`src/rtl/pong_pkg.sv`:
```
// Shared Pong constants and the AI opponent state type.
package pong_pkg;

    localparam int H_ACTIVE      = 640;
    localparam int V_ACTIVE      = 480;
    localparam int PADDLE_WIDTH  = 20;
    localparam int PADDLE_HEIGHT = 40;

    localparam int Y_MID = V_ACTIVE / 2;
    localparam int Y_MIN = PADDLE_HEIGHT / 2;
    localparam int Y_MAX = V_ACTIVE - PADDLE_HEIGHT / 2;

    typedef enum logic [1:0] {
        ST_RETURN  = 2'd0,
        ST_REACT   = 2'd1,
        ST_TRACK   = 2'd2,
        ST_ILLEGAL = 2'd3
    } ai_state_e;

endpackage

```
`src/rtl/lfsr8.sv`:
```
// 8-bit Fibonacci LFSR, x^8+x^6+x^5+x^4+1, seeded with 8'hA5.
module lfsr8
    import pong_pkg::*;
(
    input  logic       clk_i,
    input  logic       rst_n_i,
    input  logic       en_i,
    output logic [7:0] lfsr_o
);

    logic [7:0] lfsr_q;
    logic [7:0] lfsr_d;
    logic       fb;

    always_comb begin
        fb     = lfsr_q[7] ^ lfsr_q[5] ^ lfsr_q[4] ^ lfsr_q[3];
        lfsr_d = lfsr_q;
        if (en_i) begin
            lfsr_d = {lfsr_q[6:0], fb};
        end
    end

    always_ff @(posedge clk_i) begin
        if (!rst_n_i) begin
            lfsr_q <= 8'hA5;
        end else begin
            lfsr_q <= lfsr_d;
        end
    end

    assign lfsr_o = lfsr_q;

endmodule

```
`src/rtl/paddle_ai_driver.sv`:
```
// Pong computer opponent: drives one paddle's active-low buttons.
// Define PONG_AI_JITTER_EN for LFSR-based aim offset.
module paddle_ai_driver
    import pong_pkg::*;
#(
    parameter int REACT_MS = 50,
    parameter int MOVE_DIV = 2,
    parameter int DEADBAND = 4,
    parameter int SIDE     = 1
) (
    input  logic       clk_1ms,
    input  logic       reset,
    input  logic       enable,
    input  logic [9:0] x_ball,
    input  logic [9:0] y_ball,
    input  logic [9:0] y_paddle,
    output logic       btn_up_n,
    output logic       btn_dn_n,
    output logic [1:0] state
);

    localparam int RC_W = (REACT_MS > 1) ? $clog2(REACT_MS) : 1;
    localparam int DV_W = (MOVE_DIV > 1) ? $clog2(MOVE_DIV) : 1;

    localparam logic [RC_W-1:0] RC_LAST = RC_W'(REACT_MS - 1);
    localparam logic [DV_W-1:0] DV_LAST = DV_W'(MOVE_DIV - 1);

    localparam logic signed [11:0] T_MID = 12'(Y_MID);
    localparam logic signed [11:0] T_MIN = 12'(Y_MIN);
    localparam logic signed [11:0] T_MAX = 12'(Y_MAX);
    localparam logic signed [10:0] DB_P  = 11'(DEADBAND);
    localparam logic signed [10:0] DB_N  = -DB_P;

    ai_state_e state_q, state_d;

    logic [9:0]      x_prev_q;
    logic            appr_q;
    logic            appr;
    logic [RC_W-1:0] react_cnt_q, react_cnt_d;
    logic [DV_W-1:0] div_cnt_q, div_cnt_d;
    logic            up_n_q, up_n_d;
    logic            dn_n_q, dn_n_d;
    logic signed [5:0] offset_q;

    logic signed [11:0] tgt_raw;
    logic signed [11:0] tgt_clip;
    logic signed [10:0] err;
    logic               want_up;
    logic               want_dn;
    logic               drive;
    logic               slot;
    logic               take_off;

    // A stationary ball keeps the last known direction.
    always_comb begin
        appr = appr_q;
        if (x_ball > x_prev_q) begin
            appr = (SIDE != 0);
        end else if (x_ball < x_prev_q) begin
            appr = (SIDE == 0);
        end
    end

    always_comb begin
        tgt_raw = T_MID;
        if (state_q == ST_TRACK) begin
            tgt_raw = $signed({2'b00, y_ball})
                    + {{6{offset_q[5]}}, offset_q};
        end
        tgt_clip = tgt_raw;
        if (tgt_raw < T_MIN) begin
            tgt_clip = T_MIN;
        end else if (tgt_raw > T_MAX) begin
            tgt_clip = T_MAX;
        end
        err     = tgt_clip[10:0] - $signed({1'b0, y_paddle});
        want_up = (err < DB_N);
        want_dn = (err > DB_P) && !want_up;
    end

    always_comb begin
        state_d     = state_q;
        react_cnt_d = react_cnt_q;
        div_cnt_d   = (div_cnt_q == DV_LAST) ? '0 : div_cnt_q + 1'b1;
        slot        = (div_cnt_q == '0);
        drive       = 1'b0;
        up_n_d      = 1'b1;
        dn_n_d      = 1'b1;

        unique case (state_q)
            ST_RETURN: begin
                drive = 1'b1;
                if (appr) begin
                    state_d     = ST_REACT;
                    react_cnt_d = '0;
                end
            end
            ST_REACT: begin
                react_cnt_d = react_cnt_q + 1'b1;
                if (!appr) begin
                    state_d = ST_RETURN;
                end else if (react_cnt_q == RC_LAST) begin
                    state_d = ST_TRACK;
                end
            end
            ST_TRACK: begin
                drive = 1'b1;
                if (!appr) begin
                    state_d = ST_RETURN;
                end
            end
            default: begin
                state_d = ST_RETURN;
            end
        endcase

        if (drive && slot) begin
            up_n_d = !want_up;
            dn_n_d = !want_dn;
        end

        if (!enable) begin
            state_d     = ST_RETURN;
            react_cnt_d = '0;
            div_cnt_d   = '0;
            up_n_d      = 1'b1;
            dn_n_d      = 1'b1;
        end

        take_off = (state_q == ST_REACT) && (state_d == ST_TRACK);
    end

    always_ff @(posedge clk_1ms) begin
        if (!reset) begin
            state_q     <= ST_RETURN;
            x_prev_q    <= '0;
            appr_q      <= 1'b0;
            react_cnt_q <= '0;
            div_cnt_q   <= '0;
            up_n_q      <= 1'b1;
            dn_n_q      <= 1'b1;
        end else begin
            state_q     <= state_d;
            x_prev_q    <= x_ball;
            appr_q      <= appr;
            react_cnt_q <= react_cnt_d;
            div_cnt_q   <= div_cnt_d;
            up_n_q      <= up_n_d;
            dn_n_q      <= dn_n_d;
        end
    end

`ifdef PONG_AI_JITTER_EN
    logic [7:0] lfsr;

    lfsr8 u_lfsr (
        .clk_i   (clk_1ms),
        .rst_n_i (reset),
        .en_i    (1'b1),
        .lfsr_o  (lfsr)
    );

    // Aim error picked once per rally, centred on zero.
    always_ff @(posedge clk_1ms) begin
        if (!reset) begin
            offset_q <= '0;
        end else if (take_off) begin
            offset_q <= $signed({1'b0, lfsr[4:0]}) - 6'sd16;
        end
    end
`else
    assign offset_q = '0;
`endif

    assign btn_up_n = up_n_q;
    assign btn_dn_n = dn_n_q;
    assign state    = state_q;

endmodule

```
`config.mk`:
```
export PLATFORM = sky130hd
export DESIGN_NAME = paddle_ai_driver
export DESIGN_NICKNAME = d
export VERILOG_FILES = /design/src/rtl/pong_pkg.sv /design/src/rtl/lfsr8.sv /design/src/rtl/paddle_ai_driver.sv
export SDC_FILE = /design/constraint.sdc
export NUM_CORES = 1
export LEC_CHECK = 0
export ABC_CLOCK_PERIOD_IN_PS = 3700
export BUFFER_PORTS_ARGS = -buffer_cell sky130_fd_sc_hd__buf_2
export CELL_PAD_IN_SITES_DETAIL_PLACEMENT = 0
export CELL_PAD_IN_SITES_GLOBAL_PLACEMENT = 1
export CORE_MARGIN = 3
export CORE_UTILIZATION = 25
export DETAILED_ROUTE_END_ITERATION = 10
export PLACE_DENSITY_LB_ADDON = 0.1
export SLEW_MARGIN = 30
export SYNTH_ARGS = -nofsm -noshare
export SYNTH_HDL_FRONTEND = slang
export SYNTH_SLANG_ARGS = --single-unit
export TNS_END_PERCENT = 1
```
`constraint.sdc`:
```
create_clock -name clk_1ms -period 3.7 [get_ports clk_1ms]
set_input_delay 0.185 -clock clk_1ms [delete_from_list [all_inputs] [get_ports clk_1ms]]
set_output_delay 0.185 -clock clk_1ms [all_outputs]
set_load 0.05 [all_outputs]
```
==> flow_summary_export.csv, run 1 <==
group,metric,value,unit
synth,syn_nets,266,
floorplanning,coreArea,6459,um2
min_path,worstHoldStart,"x_ball[0]",
clock_tree,numCtsBuffers,3,
place,dp_slack,0.2710,ns
synth,synth_area_leader_cell,"dfxtp_1",
min_path,min_path_cells,2,
synth,synth_compound_gate_area_share,22.37,%
sta,finalMaxSlewViolations,0,
synth,synth_top_family_by_area,"simple AND/OR/NAND/NOR gates",
synth,synth_top_area_share,25.90,%
setup_path,r2r-start,"state[0]",
sta,fin_worst_skew,0.003490,ns
synth,synth_seq_area_share,25.90,%
drt,drt_iter0_drc,45,
clock_tree,cts-root-buf,"clkbuf_8",
global_routing,grt_pass1_vias,1500,
drt,drcViolationCount,0,
sta,finalWorstSetupSlack,0.3270,ns
pwr,vdd_drop_max,0.1179,mV
setup_path,critical-path-max-stage-delay,0.40,ns
clock_tree,cts_tree,"built",
sta,setup-tns-final,0,ns
sta,finalSetupViolations,0,
global_routing,grt_max_degree,13,
drt,ant_nets,0,
place,dp_hpwl,3.355,mm
drt,wire_per_inst,12.67,um
floorplanning,die-area,7827,um2
global_routing,antenna_found_initial,0,
sta,rsz0062_at_grt,"false",
drt,vias,1549,
clock_tree,clk_latency,0.26,ns
synth,synth.area.top_cells,"dfxtp_1, ha_1, inv_1",
setup_path,cp_slowest_cell,"fa_1",
setup_path,cp_max_fo,5,
pwr,p_leak,0.9423,nW
synth,postSynthCellCount,210,
global_routing,grt.overflow.total,0,
sta,period_minus_slack,3.373,ns
synth,async_reset_ff_share,0,%
setup_path,r2r_end,"btn_dn_n",
setup_path,r2r_cells,15,
place,routabilityCongestion,0.7893,
floorplanning,io_pins,37,
synth,netlist_area,1700,um2
min_path,hold_class,"primary input to flip-flop",
final_layout,syn2layout_area_growth,19.87,%
synth,synthFlopType,"dfxtp_1",
pwr,p_per_area,274.2,nW/um2
synth,muxShareOfSynthArea,1.177,%
sta,tightest_slew,0.5271,ns
setup_path,worstPathRequired,3.85,ns
min_path,hold-path-endpoint,"x_prev_q[0]",
run,maxCapViolCount,0,
floorplanning,fp.dieW,88.47,um
synth,synth_cell_type_count,49,
setup_path,crit_chain,"inv_1, nand2_1, or3_1, nor4_2, a21oi_1, nand3_1, ha_1, inv_1, fa_1, a21o_1, a221oi_4, nand3b_1, o311ai_1, nor4_2, a311o_1",
synth,yosysWarnings,0,
synth,synth_seq_cells,22,
setup_path,cp_num_buf_inv,2,
synth,synthSimpleGateAreaFrac,22.81,%
sta,period_share,91.16,%
final_layout,num-fill-cells,700,
drt,wl,4.132,mm
synth,synthAdderAreaFrac,17.37,%
drt,drt_first_pass_iters,4,
sta,maxSlewHeadroom,64.86,%
sta,fmax,0.2965,GHz
final_layout,drive_gt1_share,19.28,%
status,status,"finished, final reports clean",
floorplanning,die_y,88.47,um
floorplanning,row_count,29,
clock_tree,postCtsSetupRepairBufs,0,
clock_tree,hold_buffers,0,
final_layout,nNetsFinal,306,
synth,synth_edf_count,0,
setup_path,cp_top_family,"compound AO/OA/AOI/OAI gates",
sta,hold_viol_final,0,
setup_path,ff2ff_setup_slack,0.33,ns
floorplanning,initial_core_util,26.33,%
clock_tree,cts_max_level,1,
clock_tree,clkTransAtPathRegs,0.08,ns
global_routing,grt_pass1_wl,6.886,mm
clock_tree,cts.path.max_buffers,2,
synth,postSynthAreaPerCell,8.097,um2
clock_tree,cts_sinks,22,
setup_path,arrival,3.53,ns
final_layout,antenna_cells,0,
drt,avgViaCountPerCell,4.752,
global_routing,track_usage,11.00,%
setup_path,cp-startpoint,"state[0]",
setup_path,startpoint_type,"flip-flop",
synth,synth-xor-area-share,3.091,%
setup_path,end_kind,"flip-flop",
place,port_buffers,36,
pwr,power,558.9,uW
setup_path,crit_type,"flip-flop to flip-flop",
through the flow:
stage | hold WS (ns) | util, % | cell area [um2] | instances
4_1_cts | 0.1340 | 31.46 | 2032 | 326
6_report | 0.1395 | 31.56 | 2038 | 326
5_1_grt | 0.1346 | 31.56 | 2038 | 326
3_3_place_gp | 0.3989 | 30.61 | 1977 | 322
3_5_place_dp | 0.4050 | 30.61 | 1977 | 322
2_1_floorplan | 0.3067 | - | 1700 | 210
sequential cells by signal, summed over array words and instances, names as in the netlist:
signal       count
x_prev_q        10
react_cnt_q      6
state            2
appr_q           1
btn_dn_n         1
btn_up_n         1
div_cnt_q        1
worst reg2reg max path: stages (launching register included):
cell and delay [ns]:
dfxtp_1 0.36, inv_1 0.14, nand2_1 0.08, or3_1 0.36
nor4_2 0.19, a21oi_1 0.15, nand3_1 0.11, ha_1 0.18
inv_1 0.05, fa_1 0.40, a21o_1 0.22, a221oi_4 0.31
nand3b_1 0.12, o311ai_1 0.14, nor4_2 0.10, a311o_1 0.36
layer usage:
layer  GRT usage, %  up-vias  wire length [um]
met3          2.328        6               156
met4          3.571        0                71
met1          14.89      694              2026
li1               -      818                 -
met2          17.40       31              1877
met5              0        -                 0
cells in the final DEF, fill, tap and decap left out, drive strengths merged, types with 3 or more instances in the layout:
master	n
nand3	4
nor3	5
ha	22
and3	4
o22ai	4
xnor2	3
a21o	10
nor2b	4
o21ai	6
buf	38
nor2	9
nand4	3
dfxtp	22
inv	28
and2	12
nand2	20
xor2	3
a21oi	13
clkbuf	4
what timing repair did:
item,CTS,global route
setup endpoints to repair,0,1
resized for setup,0,1
endpoints found under the hold margin,0,0
worst max-delay path by stage:
stage | to | slack (ns) | cells past startpoint
floorplan | btn_dn_n | 0.06 | 15
global placement | btn_dn_n | 0.35 | 15
detailed placement | btn_dn_n | 0.27 | 15
CTS | btn_dn_n | 0.23 | 15
global route | btn_dn_n | 0.005 | 15
finish | btn_dn_n | 0.33 | 15
kinds of logic after synthesis:
group | count (synthesis)
buffers and inverters | 31
xor gates and xnor gates | 6
adders and majority gates | 23
and+or+nand+nor | 72
muxes | 2
DFF | 22
AOI/OAI and AO/OA | 53
other | 1
cell type report:
class	instances	area (um2)	area share, %
Timing Repair Buffer	38	195.2	9.576
Multi-Input combinational cell	157	1146	56.23
Sequential cell	22	440.4	21.61
Tap cell	77	96.34	4.727
Inverter	28	105.1	5.157
Clock buffer	4	55.05	2.701
Yosys cell counts, types with 2 or more instances:
cell and number:
nand3_1 4, a21oi_1 13, o32ai_1 2, o21ai_0 5, inv_1 28, a31oi_1 2
o211ai_1 2, dfxtp_1 22, nor2b_1 4, and3_1 3, o31ai_1 2, xor2_1 3
nand2_1 20, nor2_1 9, mux2i_1 2, a21o_1 10, nand3b_1 2, clkbuf_1 2
nand4_1 3, o22ai_1 4, nor3_1 5, and2_1 12, xnor2_1 3, or3_1 2
ha_1 22
power breakdown:
group	leakage (nW)	internal, mW	switching [mW]
Combinational	0.732	0.0576	0.0749
Clock	0.0288	0.0949	0.0820
Sequential	0.181	0.246	0.00339
Total	0.942	0.399	0.160
Power figures use the tool's default switching activity.
==> run 2: changes to the inputs <==
- PLACE_DENSITY: default -> 0.51
- PLACE_DENSITY_LB_ADDON: 0.1 -> default
- RECOVER_POWER: default -> 100
==> flow_summary_export.csv, run 2 (same netlist as run 1, synthesis figures left out) <==
group,metric,value,unit
setup_path,critical-path-max-stage-delay,0.40,ns
pwr,power,607.6,uW
drt,wl,4.077,mm
global_routing,grt_max_degree,14,
final_layout,top_register,"x_prev_q",
setup_path,startpoint_type,"flip-flop",
sta,hold_viol_final,0,
clock_tree,clk_latency,0.26,ns
place,dp_hpwl,3.335,mm
sta,tightest_slew,0.9304,ns
global_routing,grt.overflow.total,0,
floorplanning,initial_core_util,26.33,%
drt,wire_per_inst,12.51,um
final_layout,num-fill-cells,715,
setup_path,end_kind,"flip-flop",
pwr,p_leak,0.9295,nW
final_layout,antenna_cells,0,
sta,rsz0062_at_grt,"false",
sta,maxSlewHeadroom,37.55,%
drt,wl_met3,191,um
place,placed_area,1977,um2
final_layout,largest_register_ffs,10,
final_layout,design_area,2042,um2
setup_path,worstPathRequired,3.86,ns
drt,vias,1569,
floorplanning,die-area,7827,um2
sta,period_share,90.83,%
status,status,"finished, final reports clean",
clock_tree,cts_tree,"built",
sta,holdWs,0.1375,ns
sta,setup-tns-final,0,ns
drt,maxUsedRoutingLayer,"met4",
global_routing,antenna_found_initial,0,
place,port_buffers,36,
floorplanning,die_y,88.47,um
clock_tree,cts-root-buf,"clkbuf_8",
clock_tree,cts_sinks,22,
floorplanning,row_count,29,
final_layout,nNetsFinal,306,
pwr,vdd_drop_max,0.1605,mV
sta,fin_worst_skew,0.006765,ns
min_path,hold_class,"primary input to flip-flop",
clock_tree,cts_max_level,1,
clock_tree,cts.path.max_buffers,2,
clock_tree,clkTransAtPathRegs,0.09,ns
setup_path,crit_chain,"inv_1, nand2_1, or3_1, nor4_2, a21oi_1, nand3_1, ha_1, inv_1, fa_1, a21o_1, a221oi_4, nand3b_1, o311ai_1, nor4_2, a311o_1",
final_layout,final_common_cell,"buf_2",
setup_path,cp_slowest_cell,"fa_1",
drt,wl_met2,1.740,mm
global_routing,track_usage,10.48,%
place,routabilityCongestion,0.7554,
drt,drt_iter0_drc,16,
final_layout,final_util,31.62,%
sta,finalMaxSlewViolations,0,
floorplanning,coreArea,6459,um2
floorplanning,io_pins,37,
drt,drcViolationCount,0,
sta,period_minus_slack,3.361,ns
final_layout,mostFrequentLayoutCells,"buf_2, inv_1, ha_1, dfxtp_1, nand2_1",
pwr,p_per_area,297.6,nW/um2
final_layout,drive_gt1_share,16.87,%
drt,drt-met1-wl,2.119,mm
floorplanning,fp.dieW,88.47,um
drt,drt_first_pass_iters,4,
drt,avgViaCountPerCell,4.813,
global_routing,grt_pass1_wl,6.589,mm
clock_tree,postCtsSetupRepairBufs,0,
sta,finalSetupViolations,0,
global_routing,grt_pass1_vias,1429,
sta,fmax,0.2976,GHz
clock_tree,numCtsBuffers,3,
setup_path,crit_type,"flip-flop to flip-flop",
setup_path,arrival,3.52,ns
final_layout,syn2layout_area_growth,20.09,%
setup_path,cp_max_fo,5,
drt,ant_nets,0,
run,maxCapViolCount,0,
run 2: cell types whose count changed in the layout (fill, tap and decap cells not counted):
cell | before | now
and2_0 | 0 | 6
and2_1 | 12 | 6
buf_2 | 36 | 31
clkbuf_1 | 0 | 5
a311oi_1 | 0 | 1
a311oi_2 | 1 | 0
bufinv_16 | 0 | 1
clkbuf_8 | 4 | 3
run 2: critical path, delay by kind of cell (launching register included):
kind / cells / cell delay, ns
buf+inv: 2 / 0.17
flops: 1 / 0.35
compound gates: 5 / 1.21
fa+ha+maj: 2 / 0.57
simple gates: 6 / 0.96
run 2: metal layers:
metal | GRT usage (%) | up-vias
met4 | 1.236 | 0
met5 | 0 | -
met1 | 15.13 | 717
li1 | - | 815
met2 | 16.38 | 35
met3 | 2.421 | 2
run 2: metrics by stage:
step	cells	worst slack [ns]
4_1_cts	326	0.2354
3_5_place_dp	322	0.2432
5_1_grt	326	0.1109
3_3_place_gp	322	0.3353
6_report	326	0.3392
2_1_floorplan	210	0.06281
run 2: where the power goes:
group          total (mW)  internal, mW  leakage [nW]  switching, mW
logic               0.131        0.0558         0.713         0.0751
registers           0.250         0.246         0.181        0.00354
clock network       0.227         0.145        0.0357         0.0825
total               0.608         0.446         0.930          0.161
run 2: final timing paths:
kind / from / to / slack (ns) / cells after the start
max: state[0] / btn_dn_n / 0.34 / 15
min: x_ball[1] / x_prev_q[1] / 0.14 / 2
max reg2reg: state[0] / btn_dn_n / 0.34 / 15
min reg2reg: div_cnt_q / div_cnt_q / 0.41 / 1
run 2: final cells by class:
type | count | area [um2] | share of cell area [%]
Clock buffer | 3 | 41.29 | 2.022
Clock inverter | 1 | 30.03 | 1.471
Inverter | 28 | 105.1 | 5.147
Multi-Input combinational cell | 157 | 1140 | 55.82
Sequential cell | 22 | 440.4 | 21.57
Tap cell | 77 | 96.34 | 4.718
Timing Repair Buffer | 38 | 188.9 | 9.252
run 2: timing repair:
item                                    4_1_cts  5_1_grt
endpoints found under the setup margin        0        2
hold buffers                                  0        0
resized for setup                             0        1
==> run 3: changes to the inputs <==
- BUFFER_PORTS_ARGS: -buffer_cell sky130_fd_sc_hd__buf_2 -> default
- CTS_BUF_LIST: default -> sky130_fd_sc_hd__clkbuf_16
- DONT_BUFFER_PORTS: default -> 1
- PLACE_DENSITY: 0.51 -> 0.45
- SYNTH_HIERARCHICAL: default -> 1
==> flow_summary_export.csv, run 3 <==
group,metric,value,unit
setup_path,end_kind,"flip-flop",
place,port_buffers,0,
sta,finalMaxSlewViolations,0,
clock_tree,clkTransAtPathRegs,0.06,ns
synth,yosys-top-cells-count,"inv_1, dfxtp_1, ha_1",
sta,tightest_slew,1.028,ns
final_layout,num-fill-cells,692,
pwr,p_per_area,316.2,nW/um2
sta,period_minus_slack,3.428,ns
setup_path,r2r_end,"btn_dn_n",
synth,synth.most_common_cell,"inv_1",
final_layout,antenna_cells,0,
global_routing,antenna_found_initial,0,
global_routing,grt_max_degree,13,
global_routing,grt_pass1_wl,6.679,mm
synth,synth_cell_type_count,49,
min_path,hold_class,"primary input to flip-flop",
drt,drcViolationCount,0,
global_routing,grt.overflow.total,0,
sta,setup-tns-final,0,ns
clock_tree,cts-root-buf,"clkbuf_16",
final_layout,nNetsFinal,271,
clock_tree,numCtsBuffers,3,
drt,vias,1464,
clock_tree,cts-resized-gates,0,
sta,hold_viol_final,0,
setup_path,crit_type,"flip-flop to flip-flop",
sta,holdWs,0.04843,ns
final_layout,final_util,28.94,%
synth,synth_seq_area_share,25.90,%
floorplanning,die_y,88.47,um
clock_tree,cts_sinks,22,
global_routing,track_usage,10.57,%
drt,avgViaCountPerCell,5.031,
synth,netlist_area,1700,um2
setup_path,cp_common_cell,"inv_1",
setup_path,cp_slowest_cell,"fa_1",
synth,syn_nets,266,
run,maxCapViolCount,0,
final_layout,final_cells,291,
setup_path,ff2ff_setup_slack,0.27,ns
floorplanning,coreArea,6459,um2
final_layout,drive_gt1_share,3.738,%
sta,period_share,92.66,%
min_path,worstHoldStart,"reset",
status,status,"finished, final reports clean",
setup_path,crit_chain,"inv_1, nand2_1, or3_1, nor4_1, a21oi_1, nand3_1, ha_1, inv_1, fa_1, a21o_1, a221oi_4, nand3b_1, o311ai_1, nor4_2, a311o_1",
floorplanning,fp.dieW,88.47,um
global_routing,grt_pass1_vias,1452,
final_layout,final_common_cell,"inv_1",
setup_path,cp_max_fo,4,
drt,wire_per_inst,13.71,um
place,placed_area,1804,um2
synth,synthFlopType,"dfxtp_1",
sta,fmax,0.2917,GHz
final_layout,seq_area,440.4,um2
synth,synth_area_leader_cell,"dfxtp_1",
drt,drt_iter0_drc,36,
final_layout,largest_register_ffs,10,
synth,synth_edf_count,0,
floorplanning,io_pins,37,
floorplanning,initial_core_util,26.33,%
sta,finalSetupViolations,0,
drt,wl,3.991,mm
drt,drt_first_pass_iters,4,
clock_tree,cts_tree,"built",
place,routabilityCongestion,0.8378,
setup_path,arrival,3.57,ns
synth,yosysWarnings,6,
pwr,vdd_drop_max,0.1232,mV
synth,synth_top_area_share,25.90,%
sta,maxSlewHeadroom,31.47,%
floorplanning,die-area,7827,um2
min_path,hold-path-endpoint,"x_prev_q[2]",
setup_path,startpoint_type,"flip-flop",
min_path,min_path_cells,1,
drt,ant_nets,0,
clock_tree,postCtsSetupRepairBufs,0,
final_layout,mostFrequentLayoutCells,"inv_1, ha_1, dfxtp_1",
final_layout,design_area,1869,um2
synth,postSynthCellCount,210,
place,dp_hpwl,3.329,mm
setup_path,r2r-start,"state[0]",
place,dp_cells,287,
clock_tree,clk_latency,0.26,ns
clock_tree,cts.path.max_buffers,2,
setup_path,r2r_cells,15,
sta,rsz0062_at_grt,"false",
clock_tree,cts_max_level,1,
setup_path,critical-path-max-stage-delay,0.39,ns
setup_path,worstPathRequired,3.84,ns
synth,postSynthAreaPerCell,8.097,um2
sta,fin_worst_skew,0.006486,ns
clock_tree,hold_buffers,0,
floorplanning,row_count,29,
final_layout,syn2layout_area_growth,9.934,%
synth,async_reset_ff_share,0,%
synth,synth.area.top_cells,"dfxtp_1, ha_1, inv_1",
synth,synth_seq_cells,22,
final_layout,top_register,"x_prev_q",
pwr,p_leak,0.8034,nW
final_layout,multi_input_area,1134,um2
-- run 3: cell counts after synthesis --
No cell type changed its count.
-- run 3: area by class of cell --
type,count,share of cell area [%]
Multi-Input combinational cell,157,60.64
Sequential cell,22,23.56
Inverter,28,5.623
Tap cell,77,5.154
Clock buffer,3,4.016
Timing Repair Buffer,3,0.8032
Clock inverter,1,0.2008
-- run 3: power breakdown --
part / leakage [nW] / internal [mW] / switching [mW]
Combinational: 0.584 / 0.0444 / 0.0615
Sequential: 0.181 / 0.246 / 0.00698
Clock: 0.0385 / 0.144 / 0.0875
Total: 0.803 / 0.435 / 0.156
-- run 3: worst max-delay path by stage --
stage | from | endpoint | slack (ns) | cells past startpoint
6_report | state[0] | btn_dn_n | 0.27 | 15
5_1_grt | state[0] | btn_dn_n | 0.06 | 15
4_1_cts | state[0] | btn_dn_n | 0.27 | 15
3_5_place_dp | state[0] | btn_dn_n | 0.28 | 15
3_3_place_gp | state[0] | btn_dn_n | 0.36 | 15
2_1_floorplan | state[1] | btn_dn_n | 0.06 | 15
-- run 3: worst max-delay path, delay by kind of cell, from the launching register on --
family                   cells  cell delay [ns]
AO/OA/AOI/OAI                5             1.22
adder cells (fa/ha/maj)      2             0.56
buffers and inverters        2             0.15
flip-flops                   1             0.31
AND/OR/NAND/NOR              6             1.07
-- run 3: cells by family after synthesis --
group	synth area share, %
other cells	0.2205
simple gates	22.81
fa+ha+maj	17.37
buf+inv	7.064
flops	25.90
xor+xnor	3.091
compound gates	22.37
mux	1.177
-- run 3: metrics by stage --
stage	worst slack, ns	power [mW]
after floorplan	0.06281	0.3447
after detailed placement	0.2827	0.3669
after global routing	0.06227	0.6221
after global placement	0.3636	0.3662
final	0.2717	0.5911
after CTS	0.2666	0.5990
-- run 3: routing by layer --
metal  GRT usage [%]  routed length (um)
met4           2.610                  25
met2           16.86                1773
met5               0                   0
met3           1.769                 261
met1           14.82                1930
